==> src/rtl/cross_bar_bank_arbiter_if.sv <==
// Request/grant bundle between the channel buffers, one bank arbiter and its cache bank.
// The arbiter connects through the slave modport. The channel/bank side connects through the master modport.
interface cross_bar_bank_arbiter_if #(
    parameter int NUM_CH = 4,
    parameter int CH_W   = 2
);
    logic [NUM_CH-1:0]    ch_req_valid_i;
    logic [NUM_CH*28-1:0] ch_req_addr_i;
    logic [NUM_CH-1:0]    ch_grant_o;
    logic                 bank_req_valid_o;
    logic                 bank_req_ready_i;
    logic [27:0]          bank_req_addr_o;
    logic [CH_W-1:0]      bank_req_chid_o;
    logic                 arb_full_o;

    modport slave (
        input  ch_req_valid_i,
        input  ch_req_addr_i,
        input  bank_req_ready_i,
        output ch_grant_o,
        output bank_req_valid_o,
        output bank_req_addr_o,
        output bank_req_chid_o,
        output arb_full_o
    );

    modport master (
        output ch_req_valid_i,
        output ch_req_addr_i,
        output bank_req_ready_i,
        input  ch_grant_o,
        input  bank_req_valid_o,
        input  bank_req_addr_o,
        input  bank_req_chid_o,
        input  arb_full_o
    );
endinterface

==> src/rtl/cross_bar_bank_arbiter.sv <==
// Per-bank round-robin arbiter over the channel request buffers.
// A 2-entry FIFO toward the bank keeps the grant path independent of bank ready.
module cross_bar_bank_arbiter #(
    parameter int NUM_CH  = 4,
    parameter int CH_W    = 2,
    parameter int BANK_ID = 0
) (
    input  logic                        clk_i,
    input  logic                        rst_ni,
    cross_bar_bank_arbiter_if.slave     bus
);

    logic [CH_W-1:0] rr_ptr_q, rr_ptr_d;
    logic [1:0]      count_q, count_d;
    logic            wr_ptr_q, wr_ptr_d;
    logic            rd_ptr_q, rd_ptr_d;

    logic [27:0]     fifo_addr_q [2];
    logic [CH_W-1:0] fifo_chid_q [2];

    logic [27:0]     ch_addr [NUM_CH];
    logic [CH_W-1:0] win;
    logic            any_valid;
    logic            full;
    logic            push;
    logic            pop;

    genvar gi;
    generate
        for (gi = 0; gi < NUM_CH; gi++) begin : g_ch
            assign ch_addr[gi]        = bus.ch_req_addr_i[28*gi +: 28];
            assign bus.ch_grant_o[gi] = push && (win == CH_W'(gi));
        end
    endgenerate

    // Rotating priority: the first requester at or above rr_ptr wins.
    always_comb begin
        int              idx;
        logic [CH_W-1:0] cand;
        any_valid = 1'b0;
        win       = '0;
        for (int i = 0; i < NUM_CH; i++) begin
            idx = int'(rr_ptr_q) + i;
            if (idx >= NUM_CH) begin
                idx = idx - NUM_CH;
            end
            cand = CH_W'(idx);
            if (!any_valid && bus.ch_req_valid_i[cand]) begin
                any_valid = 1'b1;
                win       = cand;
            end
        end
    end

    // A full FIFO blocks the grant even when the bank pops this cycle.
    assign full = (count_q == 2'd2);
    assign push = any_valid && !full && rst_ni;
    assign pop  = (count_q != 2'd0) && bus.bank_req_ready_i;

    always_comb begin
        rr_ptr_d = rr_ptr_q;
        if (push) begin
            rr_ptr_d = (win == CH_W'(NUM_CH - 1)) ? '0 : win + 1'b1;
        end
        wr_ptr_d = wr_ptr_q ^ push;
        rd_ptr_d = rd_ptr_q ^ pop;
        count_d  = count_q;
        case ({push, pop})
            2'b10:   count_d = count_q + 2'd1;
            2'b01:   count_d = count_q - 2'd1;
            default: count_d = count_q;
        endcase
    end

    always_ff @(posedge clk_i) begin
        if (!rst_ni) begin
            rr_ptr_q <= '0;
            count_q  <= '0;
            wr_ptr_q <= 1'b0;
            rd_ptr_q <= 1'b0;
        end else begin
            rr_ptr_q <= rr_ptr_d;
            count_q  <= count_d;
            wr_ptr_q <= wr_ptr_d;
            rd_ptr_q <= rd_ptr_d;
        end
    end

    // Payload storage carries no reset; it is only observed while count is nonzero.
    always_ff @(posedge clk_i) begin
        if (push) begin
            fifo_addr_q[wr_ptr_q] <= ch_addr[win];
            fifo_chid_q[wr_ptr_q] <= win;
        end
    end

    // Misroute guard: address bits [9:8] (field bits [5:4]) must name this bank.
    always_ff @(posedge clk_i) begin
        if (push) begin
            assert (ch_addr[win][5:4] == 2'(BANK_ID));
        end
    end

    assign bus.bank_req_valid_o = (count_q != 2'd0);
    assign bus.bank_req_addr_o  = fifo_addr_q[rd_ptr_q];
    assign bus.bank_req_chid_o  = fifo_chid_q[rd_ptr_q];
    assign bus.arb_full_o       = full;

endmodule

==> src/flat_wrapper.sv <==
// flat-port wrapper written by rule: the top's interface ports become plain ports
module cross_bar_bank_arbiter_flat 
#(
    parameter int NUM_CH  = 4,
    parameter int CH_W    = 2,
    parameter int BANK_ID = 0
)
  (clk_i, rst_ni, bus_ch_req_valid_i, bus_ch_req_addr_i, bus_bank_req_ready_i, bus_ch_grant_o, bus_bank_req_valid_o, bus_bank_req_addr_o, bus_bank_req_chid_o, bus_arb_full_o);
  cross_bar_bank_arbiter_if #(.NUM_CH(NUM_CH), .CH_W(CH_W)) bus_i ();
  input  logic clk_i;
  input  logic rst_ni;
  input wire logic [$bits(bus_i.ch_req_valid_i)-1:0] bus_ch_req_valid_i;
  input wire logic [$bits(bus_i.ch_req_addr_i)-1:0] bus_ch_req_addr_i;
  input wire logic [$bits(bus_i.bank_req_ready_i)-1:0] bus_bank_req_ready_i;
  output wire logic [$bits(bus_i.ch_grant_o)-1:0] bus_ch_grant_o;
  output wire logic [$bits(bus_i.bank_req_valid_o)-1:0] bus_bank_req_valid_o;
  output wire logic [$bits(bus_i.bank_req_addr_o)-1:0] bus_bank_req_addr_o;
  output wire logic [$bits(bus_i.bank_req_chid_o)-1:0] bus_bank_req_chid_o;
  output wire logic [$bits(bus_i.arb_full_o)-1:0] bus_arb_full_o;
  assign bus_i.ch_req_valid_i = bus_ch_req_valid_i;
  assign bus_i.ch_req_addr_i = bus_ch_req_addr_i;
  assign bus_i.bank_req_ready_i = bus_bank_req_ready_i;
  assign bus_ch_grant_o = bus_i.ch_grant_o;
  assign bus_bank_req_valid_o = bus_i.bank_req_valid_o;
  assign bus_bank_req_addr_o = bus_i.bank_req_addr_o;
  assign bus_bank_req_chid_o = bus_i.bank_req_chid_o;
  assign bus_arb_full_o = bus_i.arb_full_o;
  cross_bar_bank_arbiter #(.NUM_CH(NUM_CH), .CH_W(CH_W), .BANK_ID(BANK_ID)) u_core (.clk_i(clk_i), .rst_ni(rst_ni), .bus(bus_i));
endmodule
==> config.mk <==
export PLATFORM = sky130hd
export DESIGN_NAME = cross_bar_bank_arbiter_flat
export DESIGN_NICKNAME = d
export VERILOG_FILES = /design/src/rtl/cross_bar_bank_arbiter_if.sv /design/src/rtl/cross_bar_bank_arbiter.sv /design/src/flat_wrapper.sv
export SDC_FILE = /design/constraint.sdc
export NUM_CORES = 1
export LEC_CHECK = 0
export CAP_MARGIN = 20
export CORE_ASPECT_RATIO = 0.75
export CORE_MARGIN = 4
export CORE_UTILIZATION = 50
export CTS_CLUSTER_DIAMETER = 200
export DETAILED_ROUTE_END_ITERATION = 12
export PLACE_DENSITY_LB_ADDON = 0.25
export SLEW_MARGIN = 20
export SYNTH_ARGS = -nofsm -noshare
export SYNTH_HDL_FRONTEND = slang
export SYNTH_SLANG_ARGS = --single-unit
==> constraint.sdc <==
create_clock -name clk_i -period 5.3 [get_ports clk_i]
set_input_delay 0.795 -clock clk_i [delete_from_list [all_inputs] [get_ports clk_i]]
set_output_delay 0.795 -clock clk_i [all_outputs]
set_load 0.05 [all_outputs]
==> run_results.csv, run 1 <==
group,metric,value,unit
clocking,clock_sinks,67,
yosys,synth_xor_area_share,0.591,%
worst_setup_path,worstPathRequired,4.51,ns
worst_setup_path,cp-start-kind,"primary input",
yosys,synthCells,425,
clocking,numCtsBuffers,9,
routing,postRouteWirelength,13600,µm
worst_setup_path,cp_slowest_stage_delay,0.77,ns
power,power_switching,1.54,mW
placement,dp.cells,643,
clocking,clkTransAtPathRegs,0.06,ns
worst_hold_path,hold_start,"u_core.count_q[1]",
yosys,syn_area,4450,µm²
clocking,clkLatencyLatePin,0.33,ns
routing,first_pass_iters,6,
placement,portBuffers,154,
clocking,postCtsSetupBuffers,0,
yosys,synth_top_family_by_area,"simple AND/OR/NAND/NOR gates",
power,swShare,43.9,%
yosys,yosys_warnings,0,
worst_setup_path,crit_fanout,30,
finish,stdcell_count,659,
grt,antenna_found_initial,0,
sta,relSlewSlack,28.6,%
worst_setup_path,r2r_start,"u_core.rr_ptr_q[1]",
sta,drv_slew,0,
sta,setup_viol,0,
clocking,cts_root_buffer,"clkbuf_16",
power,powerDensity,560,nW/µm²
power,clkPwrFrac,18.3,%
yosys,ys_ff_latch,67,
finish,fin_util,73.4,%
worst_setup_path,critical_path.slowest_cell,"a211o_1",
power,leakagePower,2.21,nW
floorplanning,initial_core_util,52.0,%
routing,ant_nets,0,
placement,dp_hpwl,9400,µm
sta,fin_worst_skew,0.00706,ns
clocking,post_cts_resized,0,
worst_hold_path,hp-class,"reg -> reg",
yosys,yosys.area_share.simple,21.1,%
placement,gp_congestion,0.835,
yosys,syn_nets,551,
worst_setup_path,crit_arrival,3.45,ns
sta,setup_tns,0,ns
finish,nets,672,
yosys,muxShareOfSynthArea,7.82,%
routing,drt_iter0_drc,366,
floorplanning,num_rows,29,
floorplanning,io_pins,155,
routing,vias,4200,
grt,track_usage,25.7,%
worst_setup_path,end_kind,"output pin",
sta,fin_crit,4.24,ns
worst_setup_path,r2r_cells,7,
yosys,ys_seq_area_share,43.6,%
yosys,yosysUniqueCellTypes,35,
finish,antenna_cells,0,
flow_run,maxCapViolations,0,
routing,vias_per_cell,6.37,
clocking,cts_buffer_depth,2,
grt,overflow,0,
worst_setup_path,worstSetupPathType,"in -> out",
clocking,htree_levels,3,
routing,drc_errors,0,
worst_setup_path,crit_top_cell,"buf_4",
power,ir_worst_vdd,399,µV
placement,dpl_cell_area,5960,µm²
sta,hold_viol,0,
floorplanning,die_width,117,µm
finish,drive_gt1_share,12.5,%
yosys,synth-compound-area-share,18.4,%
worst_setup_path,rr_endpoint,"u_core.rr_ptr_q[0]",
power,p_comb_share,54.6,%
floorplanning,die_height,89.7,µm
run_status,status,"finished, final reports clean",
finish,design_area,6280,µm²
worst_hold_path,hold-path-endpoint,"u_core.count_q[1]",
power,internal_power,1.97,mW
worst_hold_path,hold_depth,2,
power,seqPwrFrac,27.1,%
sta,timing.fmax,0.236,GHz
routing,avgRoutedWirePerCell,20.6,µm
yosys,synth-adder-area-share,1.97,%
sta,worst_pin_slew,1.07,ns
worst_setup_path,rrSetupSlack,2.22,ns
grt,grt_max_degree,87,
sta,fin_hold_ws,0.517,ns
yosys,avgSynthCellArea,10.5,µm²
grt,grt_pass1_wl,20100,µm
clocking,hold_buffers,0,
grt,grt_pass1_vias,3809,
sta,rsz0062_at_grt,"false",
finish,area_growth,41.2,%
floorplanning,die_area,10500,µm²
worst_setup_path,worstPathCellList,"clkdlybuf4s50_1, nor2b_2, buf_4, a211o_1, and2_1, inv_1, ha_1, and3_1, buf_4",
clocking,cts_tree,"built",
floorplanning,core,8560,µm²
sta,fin_crit_sh,80.1,%
## routing by layer
| metal | vias up | part of all wire [%] | global-route usage [%] |
|---|---|---|---|
| met5 | - | 0 | 0 |
| met4 | 0 | 2.0 | 7.08 |
| met3 | 26 | 8.7 | 6.56 |
| met2 | 233 | 47 | 40.3 |
| met1 | 2012 | 42 | 35.6 |
| li1 | 1929 | - | - |
## through the flow
step	setup WS, ns	total power, mW
after floorplan	1.84	2.27
after global placement	1.19	2.79
after detailed placement	1.12	2.85
after CTS	1.11	3.51
after global routing	0.911	3.68
final	1.06	3.52
## cells by family (layout without fill, tap and decap cells)
kind of cell             after synthesis  in the layout
flip-flops                            67             67
AO/OA/AOI/OAI                         91             91
adder cells (fa/ha/maj)                7              7
buffers and inverters                 58            184
AND/OR/NAND/NOR                      168            168
XOR/XNOR                               3              3
multiplexers                          31             31
## power groups by stage
stage / Clock, mW / Sequential, mW / Combinational (mW)
after global routing: 0.673 / 0.971 / 2.03
after global placement: 0 / 0.941 / 1.85
final: 0.644 / 0.952 / 1.92
after detailed placement: 0 / 0.955 / 1.89
after floorplan: 0 / 0.860 / 1.41
after CTS: 0.650 / 0.949 / 1.91
## Yosys cell counts
master / number / area [µm²]
a211o_1: 1 / 8.76
a211oi_1: 1 / 7.51
a21bo_1: 28 / 280
a21boi_0: 1 / 7.51
a21boi_1: 1 / 7.51
a21oi_1: 1 / 5.00
a221oi_1: 28 / 245
a32oi_1: 28 / 245
and2_1: 4 / 25.0
and3_1: 4 / 25.0
buf_1: 3 / 11.3
buf_2: 9 / 45.0
buf_6: 8 / 90.1
clkbuf_1: 34 / 128
dfxtp_1: 7 / 140
edfxtp_1: 60 / 1800
ha_1: 7 / 87.6
inv_1: 3 / 11.3
inv_2: 1 / 3.75
mux2_2: 30 / 338
mux2i_1: 1 / 10.0
nand2_1: 30 / 113
nand2b_1: 1 / 6.26
nand3_1: 57 / 285
nor2_1: 3 / 11.3
nor2b_1: 9 / 56.3
nor3b_1: 28 / 210
nor4_1: 28 / 175
o21ai_0: 1 / 5.00
o21bai_1: 1 / 7.51
or2_2: 1 / 6.26
or3_1: 1 / 6.26
or4_1: 1 / 7.51
or4b_1: 1 / 10.0
xnor2_1: 3 / 26.3
## flip-flops by register name, indices dropped and copies added (netlist names), named ones only
| name | cells |
|---|---|
| u_core.rr_ptr_q | 2 |
| u_core.rd_ptr_q | 1 |
| u_core.wr_ptr_q | 1 |
| u_core.fifo_chid_q | 4 |
| u_core.count_q | 2 |
| u_core.fifo_addr_q | 56 |
## layout make-up
cell class,count,area (µm²)
fillers,604,2280
clock inverters,6,90.1
repair buffers,164,1630
well taps,108,135
multi-input cells,300,2240
flip-flops and latches,67,1940
clock buffers,10,229
inverters,4,15.0
## worst max-delay path, delay by kind of cell
kind / cells / cell delay, ns
buffers and inverters: 4 / 1.05
AOI/OAI and AO/OA: 1 / 0.77
and+or+nand+nor: 3 / 0.62
adders and majority gates: 1 / 0.20
## placed cells by master, fill, tap and decap left out, types with 2 or more instances in the layout
cell type / netlist / final
clkinv_4: 0 / 2
nor2b_2: 0 / 2
and2_1: 4 / 4
ha_1: 7 / 7
edfxtp_1: 60 / 60
inv_1: 3 / 3
a21bo_1: 28 / 28
buf_4: 0 / 12
bufinv_16: 0 / 2
clkbuf_16: 0 / 9
nor2b_1: 9 / 7
nor4_1: 28 / 28
nand2_1: 30 / 30
nor3b_1: 28 / 28
and3_1: 4 / 4
a221oi_1: 28 / 28
nand3_1: 57 / 57
a32oi_1: 28 / 28
mux2_2: 30 / 30
clkdlybuf4s50_1: 0 / 150
xnor2_1: 3 / 3
dfxtp_1: 7 / 6
buf_12: 0 / 2
## how the worst max path moves through the flow
stage	to	from	slack (ns)	cells after the start
floorplan	bus_ch_grant_o[3]	bus_ch_req_valid_i[2]	1.84	8
global placement	bus_ch_grant_o[0]	bus_ch_req_valid_i[2]	1.19	9
detailed placement	bus_ch_grant_o[0]	bus_ch_req_valid_i[2]	1.12	9
CTS	bus_ch_grant_o[0]	bus_ch_req_valid_i[2]	1.11	9
global route	bus_ch_grant_o[0]	bus_ch_req_valid_i[2]	0.91	9
finish	bus_ch_grant_o[0]	bus_ch_req_valid_i[2]	1.06	9
Power figures use the tool's default switching activity.
==> run 2, diff against run 1 <==
--- a/config.mk
+++ b/config.mk
@@ -8,7 +8,7 @@
 export CAP_MARGIN = 20
 export CORE_ASPECT_RATIO = 0.75
 export CORE_MARGIN = 4
-export CORE_UTILIZATION = 50
+export CORE_UTILIZATION = 46
 export CTS_CLUSTER_DIAMETER = 200
 export DETAILED_ROUTE_END_ITERATION = 12
 export PLACE_DENSITY_LB_ADDON = 0.25
==> constraint.sdc (replaced) <==
create_clock -name clk_i -period 4.2 [get_ports clk_i]
set_input_delay 0.63 -clock clk_i [delete_from_list [all_inputs] [get_ports clk_i]]
set_output_delay 0.63 -clock clk_i [all_outputs]
set_load 0.05 [all_outputs]
==> run_results.csv, run 2 (synthesis gave the netlist of run 1 again) <==
group,metric,value,unit
floorplanning,io_pins,155,
sta,setup_viol,0,
clocking,htree_levels,3,
grt,use_met2,36.2,%
sta,fin_crit_sh,95.2,%
routing,postRouteWirelength,13600,µm
clocking,clkLatencyLatePin,0.33,ns
placement,dp.cells,664,
grt,use_met3,5.02,%
grt,overflow,0,
grt,met1_usage,33.1,%
sta,rsz0062_at_grt,"false",
clocking,cts_tree,"built",
finish,area_growth,42.1,%
routing,first_pass_iters,4,
floorplanning,die_width,122,µm
finish,final_common_cell,"clkdlybuf4s50_1",
clocking,cts_root_buffer,"clkbuf_16",
grt,antenna_found_initial,0,
floorplanning,die_height,93.2,µm
finish,stdcell_count,680,
sta,hold_viol,0,
worst_setup_path,cp-start-kind,"primary input",
placement,dp_hpwl,9530,µm
power,powerDensity,697,nW/µm²
grt,track_usage,23.2,%
clocking,post_cts_resized,0,
worst_setup_path,worstPathRequired,3.57,ns
routing,vias_per_cell,6.05,
power,ir_worst_vdd,474,µV
placement,gp_congestion,0.833,
power,power.total,4.41,mW
clocking,clock_sinks,67,
sta,timing.fmax,0.250,GHz
power,leakagePower,2.22,nW
finish,nets,673,
finish,n_fill_cell,726,
worst_setup_path,worstSetupPathType,"in -> out",
grt,top_usage_layer,"met2",
run_status,status,"finished, final reports clean",
finish,reg_top3,"u_core.fifo_addr_q: 56 flops, u_core.fifo_chid_q: 4 flops",
finish,design_area,6320,µm²
finish,antenna_cells,0,
clocking,numCtsBuffers,9,
clocking,postCtsSetupBuffers,0,
sta,fin_crit,4.00,ns
floorplanning,core,9230,µm²
routing,avgRoutedWirePerCell,20.0,µm
worst_setup_path,crit_arrival,3.37,ns
finish,multiInputGateArea,2250,µm²
finish,largest-register,"u_core.fifo_addr_q",
finish,largest_reg_flops,56,
placement,portBuffers,154,
grt,grt_pass1_vias,3870,
routing,drt_iter0_drc,314,
finish,drive_gt1_share,12.7,%
routing,drc_errors,0,
routing,ant_nets,0,
clocking,clkTransAtPathRegs,0.06,ns
finish,regArea,1940,µm²
sta,drv_slew,0,
worst_setup_path,end_kind,"output pin",
grt,grt_max_degree,86,
placement,dpl_cell_area,6000,µm²
flow_run,maxCapViolations,0,
sta,relSlewSlack,23.9,%
clocking,hold_buffers,0,
floorplanning,num_rows,30,
sta,fin_worst_skew,0.00643,ns
clocking,cts_buffer_depth,2,
finish,final_cell_mix,"clkdlybuf4s50_1 (150), edfxtp_1 (60), nand3_1 (57), nand2_1 (30), mux2_2 (30)",
floorplanning,initial_core_util,48.2,%
routing,vias,4111,
floorplanning,die_area,11300,µm²
worst_setup_path,crit_fanout,29,
worst_hold_path,hp-class,"reg -> reg",
worst_setup_path,rrSetupSlack,1.28,ns
grt,grt_pass1_wl,20400,µm
sta,setup_tns,0,ns
sta,worst_pin_slew,1.14,ns
run 2: stage by stage:
step | util, % | setup slack (ns) | hold slack [ns]
after floorplan | - | 1.07 | 0.459
after global placement | 65.0 | 0.369 | 0.484
after detailed placement | 65.0 | 0.256 | 0.500
after CTS | 68.4 | 0.252 | 0.515
after global routing | 68.5 | 0.0662 | 0.533
final | 68.5 | 0.202 | 0.516
run 2: where the power goes:
part	leakage [nW]	total (mW)	internal, mW	switching [mW]
clock network	0.153	0.797	0.520	0.277
registers	0.618	1.17	1.04	0.128
logic	1.45	2.44	0.929	1.51
total	2.22	4.41	2.49	1.92
run 2: worst paths after layout:
check | from | to | cells past startpoint
worst min-delay path | u_core.rr_ptr_q[0] | u_core.rr_ptr_q[0] | 2
worst max-delay path | bus_ch_req_valid_i[0] | bus_ch_grant_o[0] | 9
worst max register to register | u_core.rr_ptr_q[1] | u_core.fifo_addr_q[0][21] | 4
worst min register to register | u_core.rr_ptr_q[0] | u_core.rr_ptr_q[0] | 2
run 2: area by class of cell:
class | instances | share of cell area (%)
Clock buffer | 10 | 3.62
Clock inverter | 6 | 1.42
Inverter | 4 | 0.237
Sequential cell | 67 | 30.7
Multi-Input combinational cell | 300 | 35.5
Tap cell | 128 | 2.53
Timing Repair Buffer | 165 | 25.9
run 2: critical path: stages:
cell             delay [ns]
clkdlybuf4s50_1        0.46
nor2b_1                0.21
o21bai_2               0.89
and2_1                 0.27
buf_4                  0.28
inv_1                  0.10
ha_1                   0.19
and3_1                 0.15
buf_4                  0.18
run 2: layer usage:
metal | vias to the layer above | wire length, µm
met5 | - | 0
met4 | 0 | 200
met3 | 18 | 1110
met2 | 197 | 6310
met1 | 1978 | 5980
li1 | 1918 | -
==> edit 1, RTL diff (config.mk and constraints of run 2) <==
`CH_W` is set to 2 in 3 places; all go to 4.
--- a/src/rtl/cross_bar_bank_arbiter_if.sv
+++ b/src/rtl/cross_bar_bank_arbiter_if.sv
@@ -2,7 +2,7 @@
 // The arbiter connects through the slave modport. The channel/bank side connects through the master modport.
 interface cross_bar_bank_arbiter_if #(
     parameter int NUM_CH = 4,
-    parameter int CH_W   = 2
+    parameter int CH_W   = 4
 );
     logic [NUM_CH-1:0]    ch_req_valid_i;
     logic [NUM_CH*28-1:0] ch_req_addr_i;
--- a/src/rtl/cross_bar_bank_arbiter.sv
+++ b/src/rtl/cross_bar_bank_arbiter.sv
@@ -2,7 +2,7 @@
 // A 2-entry FIFO toward the bank keeps the grant path independent of bank ready.
 module cross_bar_bank_arbiter #(
     parameter int NUM_CH  = 4,
-    parameter int CH_W    = 2,
+    parameter int CH_W    = 4,
     parameter int BANK_ID = 0
 ) (
     input  logic                        clk_i,
--- a/src/flat_wrapper.sv
+++ b/src/flat_wrapper.sv
@@ -2,7 +2,7 @@
 module cross_bar_bank_arbiter_flat 
 #(
     parameter int NUM_CH  = 4,
-    parameter int CH_W    = 2,
+    parameter int CH_W    = 4,
     parameter int BANK_ID = 0
 )
   (clk_i, rst_ni, bus_ch_req_valid_i, bus_ch_req_addr_i, bus_bank_req_ready_i, bus_ch_grant_o, bus_bank_req_valid_o, bus_bank_req_addr_o, bus_bank_req_chid_o, bus_arb_full_o);
Interface: changed (resized bus_bank_req_chid_o); port bits go from 155 to 157. No check against the original RTL was run, so the function may have changed too.
==> edit 1 against run 2 <==
  * Wire length down 25%
  * Sequential cell count up 6
  * Area after synthesis down 2.5%
  * Cell count down 9.6%
  * Sequential power up 22%
  * Setup slack better by 0.086 ns
  * Design area up 1.2%
  * Power up 33%
==> edit 1: results (changes against run 2) <==
met1 WL=4190 µm (-30%); Placed Area=0.00606 mm² (+0.94%); Critical Path Sink=bus_ch_grant_o[2]; status=finished, final reports clean; largest cells by area after synthesis=edfxtp_1, mux2i_1, mux2_2; crit path max fanout=11 (-62%); worst clock skew=0.00718 ns (+0.000749 ns); Setup Buffers After CTS=0 (unchanged); Worst EP arrival=3.28 ns (-0.09 ns); initial drt markers=122 (-61%); EDFF count, synth=64 (+6.7%); placed insts=599 (-9.8%); hold slack=0.513 ns (-0.00253 ns); IO Port Bufs=156 (+1.3%); Worst Hold Endpoint=u_core.count_q[1]$_SDFFE_PN0P_; peak supply drop=0.000547 V (+15%); Max-Slew Margin vs Limit=45.4% (+21 points); first-pass GRT wire length=16500 µm (-19%); cell family with most CP delay=simple AND/OR/NAND/NOR gates; clock root buffer=clkbuf_16; Worst path slowest cell=dfxtp_2; register area share after synthesis=48.5% (+4.8 points); Final GP Congestion=0.895 (+7.5%); R2R Path End=u_core.fifo_chid_q[0][0]$_DFFE_PP_; Mapped Nets=467 (-15%); dpl ws=0.189 ns (-0.0667 ns); layout cell share with drive strength beyond 1=15.2% (+2.5 points); min-delay worst type=reg -> reg; Layout fillers=657 (-9.5%); post-route minimum period=3.91 ns (-0.0860 ns); CP max stage delay=0.45 ns (-0.44 ns); start point of the critical path=u_core.rr_ptr_q[1]$_SDFFE_PN0P_; DR WL/cell=16.6 µm (-17%); synth cell count leaders=mux2i_1, edfxtp_1, mux2_2; DR vias=3185 (-23%); met1 Use GR=21.8% (-11 points); metal2 WL=5100 µm (-19%); M3 GR Usage=6.60% (+1.6 points); Top Metal Used=met4; pin count of the biggest net entering global routing=43 (-50%); number of global-route vias before repair=3370 (-13%); total track usage=18.9% (-4.4 points); top flop regs=u_core.fifo_addr_q: 56 flops, u_core.fifo_chid_q: 8 flops, u_core.rr_ptr_q: 4 flops; met3 WL=837 µm (-25%); reg2reg setup slack=0.85 ns (-0.43 ns); met2 Use GR=33.5% (-2.7 points); Synth Instances=329 (-23%); reg2reg path depth=8 (+4); Final HPWL DP=7700 µm (-19%); Yosys cell types=44 (+26%); Leakage=2.40 nW (+8.4%); min-delay src=u_core.count_q[1]$_SDFFE_PN0P_; Post-Layout Cell Count=615 (-9.6%); Reg clk slew, reported paths=0.06 ns (about the same); post-cts gate resize count=1 (+1)
## edit 1: changes by cell type after synthesis, sizes merged, moves of 6 or more
cell / change
a21bo: -28
inv: +9
a221oi: -27
nand3: -56
a21oi: +6
nor3b: -27
o21ai: +8
a32oi: -27
ha: +12
clkbuf: -30
mux2i: +84
nand2: -19
nor4: -28
## edit 1: cell families after synthesis
logic type / synth area share [%]
multiplexers: 30.3
buffers and inverters: 3.26
flip-flops: 48.5
adder cells (fa/ha/maj): 5.48
AO/OA/AOI/OAI: 5.60
AND/OR/NAND/NOR: 5.13
XOR/XNOR: 1.82
## edit 1: report_power, final
group | switching (mW) | internal, mW
clock | 0.275 | 0.577
combinational | 2.13 | 1.46
sequential | 0.146 | 1.29
## edit 1: final cells by class
type	count	area, µm²	share of cell area (%)
inverter	13	48.8	0.763
multi-input combinational	224	2130	33.4
timing repair buffer	161	1610	25.2
clock inverter	6	106	1.66
sequential	73	2100	32.9
clock buffer	10	229	3.58
tap	128	160	2.50
==> edit 2, RTL diff (settings of run 2) <==
Made on the original files. Reset style: asynchronous (`rst_ni`), changed in one clocked block.
--- a/src/rtl/cross_bar_bank_arbiter.sv
+++ b/src/rtl/cross_bar_bank_arbiter.sv
@@ -72,7 +72,7 @@
         endcase
     end
 
-    always_ff @(posedge clk_i) begin
+    always_ff @(posedge clk_i or negedge rst_ni) begin
         if (!rst_ni) begin
             rr_ptr_q <= '0;
             count_q  <= '0;
Function: differs if rst_ni is asserted again (counterexample within 4 cycles, from zero or initial values and one cycle with rst_ni low); with rst_ni held inactive, the same outputs for 4 cycles.
==> edit 2 against run 2 <==
  * Via count is 3.0% lower
  * Area after synthesis shrank 1.1%
  * Design area decreased by 0.26%
  * Clock skew grew 0.00095 ns
  * Sequential cell count decreased by 1
  * Sequential power shrank 3%
  * Largest power group unchanged
  * Power is 2.6% higher
  * Setup slack better by 0.37 ns
  * Synthesized cell count is 1.6% lower
  * Wire length is 2.0% lower
  * Count of clock-buffer cells in the layout is the same
  * Non-clock buffer count is 1 higher
  * Die area shrank 1.0%
  * Core utilization is 0.10 points higher
==> edit 2: results (changes against run 2) <==
register share of total power=24.9% (-1.6 points); pin count of the biggest net entering global routing=85 (-1.2%); Seq cells=66 (-1.5%); Final HPWL DP=9310 µm (-2.3%); Multi-In Gates=293 (-2.3%); Leakage=2.25 nW (+1.7%); number of global-route vias before repair=3850 (-0.52%); First-pass DRT Iterations=6 (+2); FF/Latch Area=0.00195 mm² (+0.52%); NetSw=1.98 mW (+3.4%); largest cells by area after synthesis=edfxtp_1, mux2_2, a21bo_1; Clk power=799 µW (about the same); Seq. pwr=1.13 mW (-3%); hold slack=0.466 ns (-0.0503 ns); fin crit share=86.3% (-8.8 points); reg2reg setup slack=1.63 ns (+0.35 ns); crit path max fanout=19 (-34%); Placed Area=0.00598 mm² (-0.27%); multi-input combinational area share=35.0% (-0.56 points); Worst EP arrival=3.00 ns (-0.37 ns); layout cell share with drive strength beyond 1=13.3% (+0.66 points); Layout clock buffers=10 (unchanged); end-of-flow core utilization=68.6% (+0.10 points); worst clock skew=0.00738 ns (+0.000949 ns); final-layout clock-cell area share=5.06% (+0.013 points); Layout fillers=704 (-3.0%); non-clk buf share=26.1% (+0.19 points); register area share after synthesis=44.4% (+0.72 points); worst slew pin tran=0.809 ns (-0.332 ns); fin nets=668 (-0.74%); peak supply drop=0.000617 V (+30%); dpl ws=0.614 ns (+0.358 ns); total track usage=23.6% (+0.39 points); Async SR Flop Fraction=9.09% (+9.1 points); Synth Instances=418 (-1.6%); DR vias=3989 (-3.0%); vias per inst=5.91 (-2.2%); Yosys cell types=30 (-14%); status=finished, final reports clean; first-pass GRT wire length=20500 µm (+0.31%); placed insts=659 (-0.75%); die area=0.0112 mm² (-1.0%); Mapped Nets=544 (-1.3%); synth cell count leaders=edfxtp_1, nand3_1, nand2_1; min-delay worst type=reg -> reg; DR WL/cell=19.7 µm (-1.3%); Non-clock buffers=166 (+0.61%)
==> edit 2: changes by cell type after synthesis, sizes merged, moves of 2 or more <==
cell	run 2	this run
and2	4	6
dfxtp	7	0
clkbuf	34	31
xor2	0	2
and3	4	0
inv	4	6
dfrtp	0	6
nor2b	9	3
nand2	30	34
a21boi	2	0
buf	20	22
==> edit 2: routing by layer <==
metal	up-vias	global-route usage, %	share of wire [%]
li1	1899	-	-
met1	1924	31.5	43
met2	146	38.4	48
met3	20	5.98	7.2
met4	0	6.23	1.9
met5	-	0	0
==> edit 2: worst paths after layout <==
check / end / startpoint / cells after the start
max in group asynchronous: u_core.rr_ptr_q[1]$_DFFE_PN0P_ / rst_ni / 1
worst min register to register: u_core.rd_ptr_q$_DFF_PN0_ / u_core.rd_ptr_q$_DFF_PN0_ / 1
min in group asynchronous: u_core.count_q[0]$_DFFE_PN0P_ / rst_ni / 1
worst min-delay path: u_core.rd_ptr_q$_DFF_PN0_ / u_core.rd_ptr_q$_DFF_PN0_ / 1
worst max register to register: u_core.fifo_addr_q[0][25]$_DFFE_PP_ / u_core.rr_ptr_q[1]$_DFFE_PN0P_ / 5
worst max-delay path: bus_ch_grant_o[1] / bus_ch_req_valid_i[1] / 8
==> edit 2: worst max-delay path, cell delays in order <==
cell and delay [ns]:
clkdlybuf4s50_1 0.50, and2b_4 0.33, a211o_1 0.15, and2_1 0.66
inv_1 0.18, ha_1 0.24, and2_1 0.13, buf_4 0.18
==> edit 2: cell families after synthesis <==
kind of cell | count (synthesis) | share of synthesized area [%]
AND/OR/NAND/NOR | 164 | 20.7
AO/OA/AOI/OAI | 88 | 18.4
flip-flops | 66 | 44.4
buffers and inverters | 59 | 6.03
multiplexers | 30 | 7.68
adder cells (fa/ha/maj) | 7 | 1.99
XOR/XNOR | 4 | 0.797
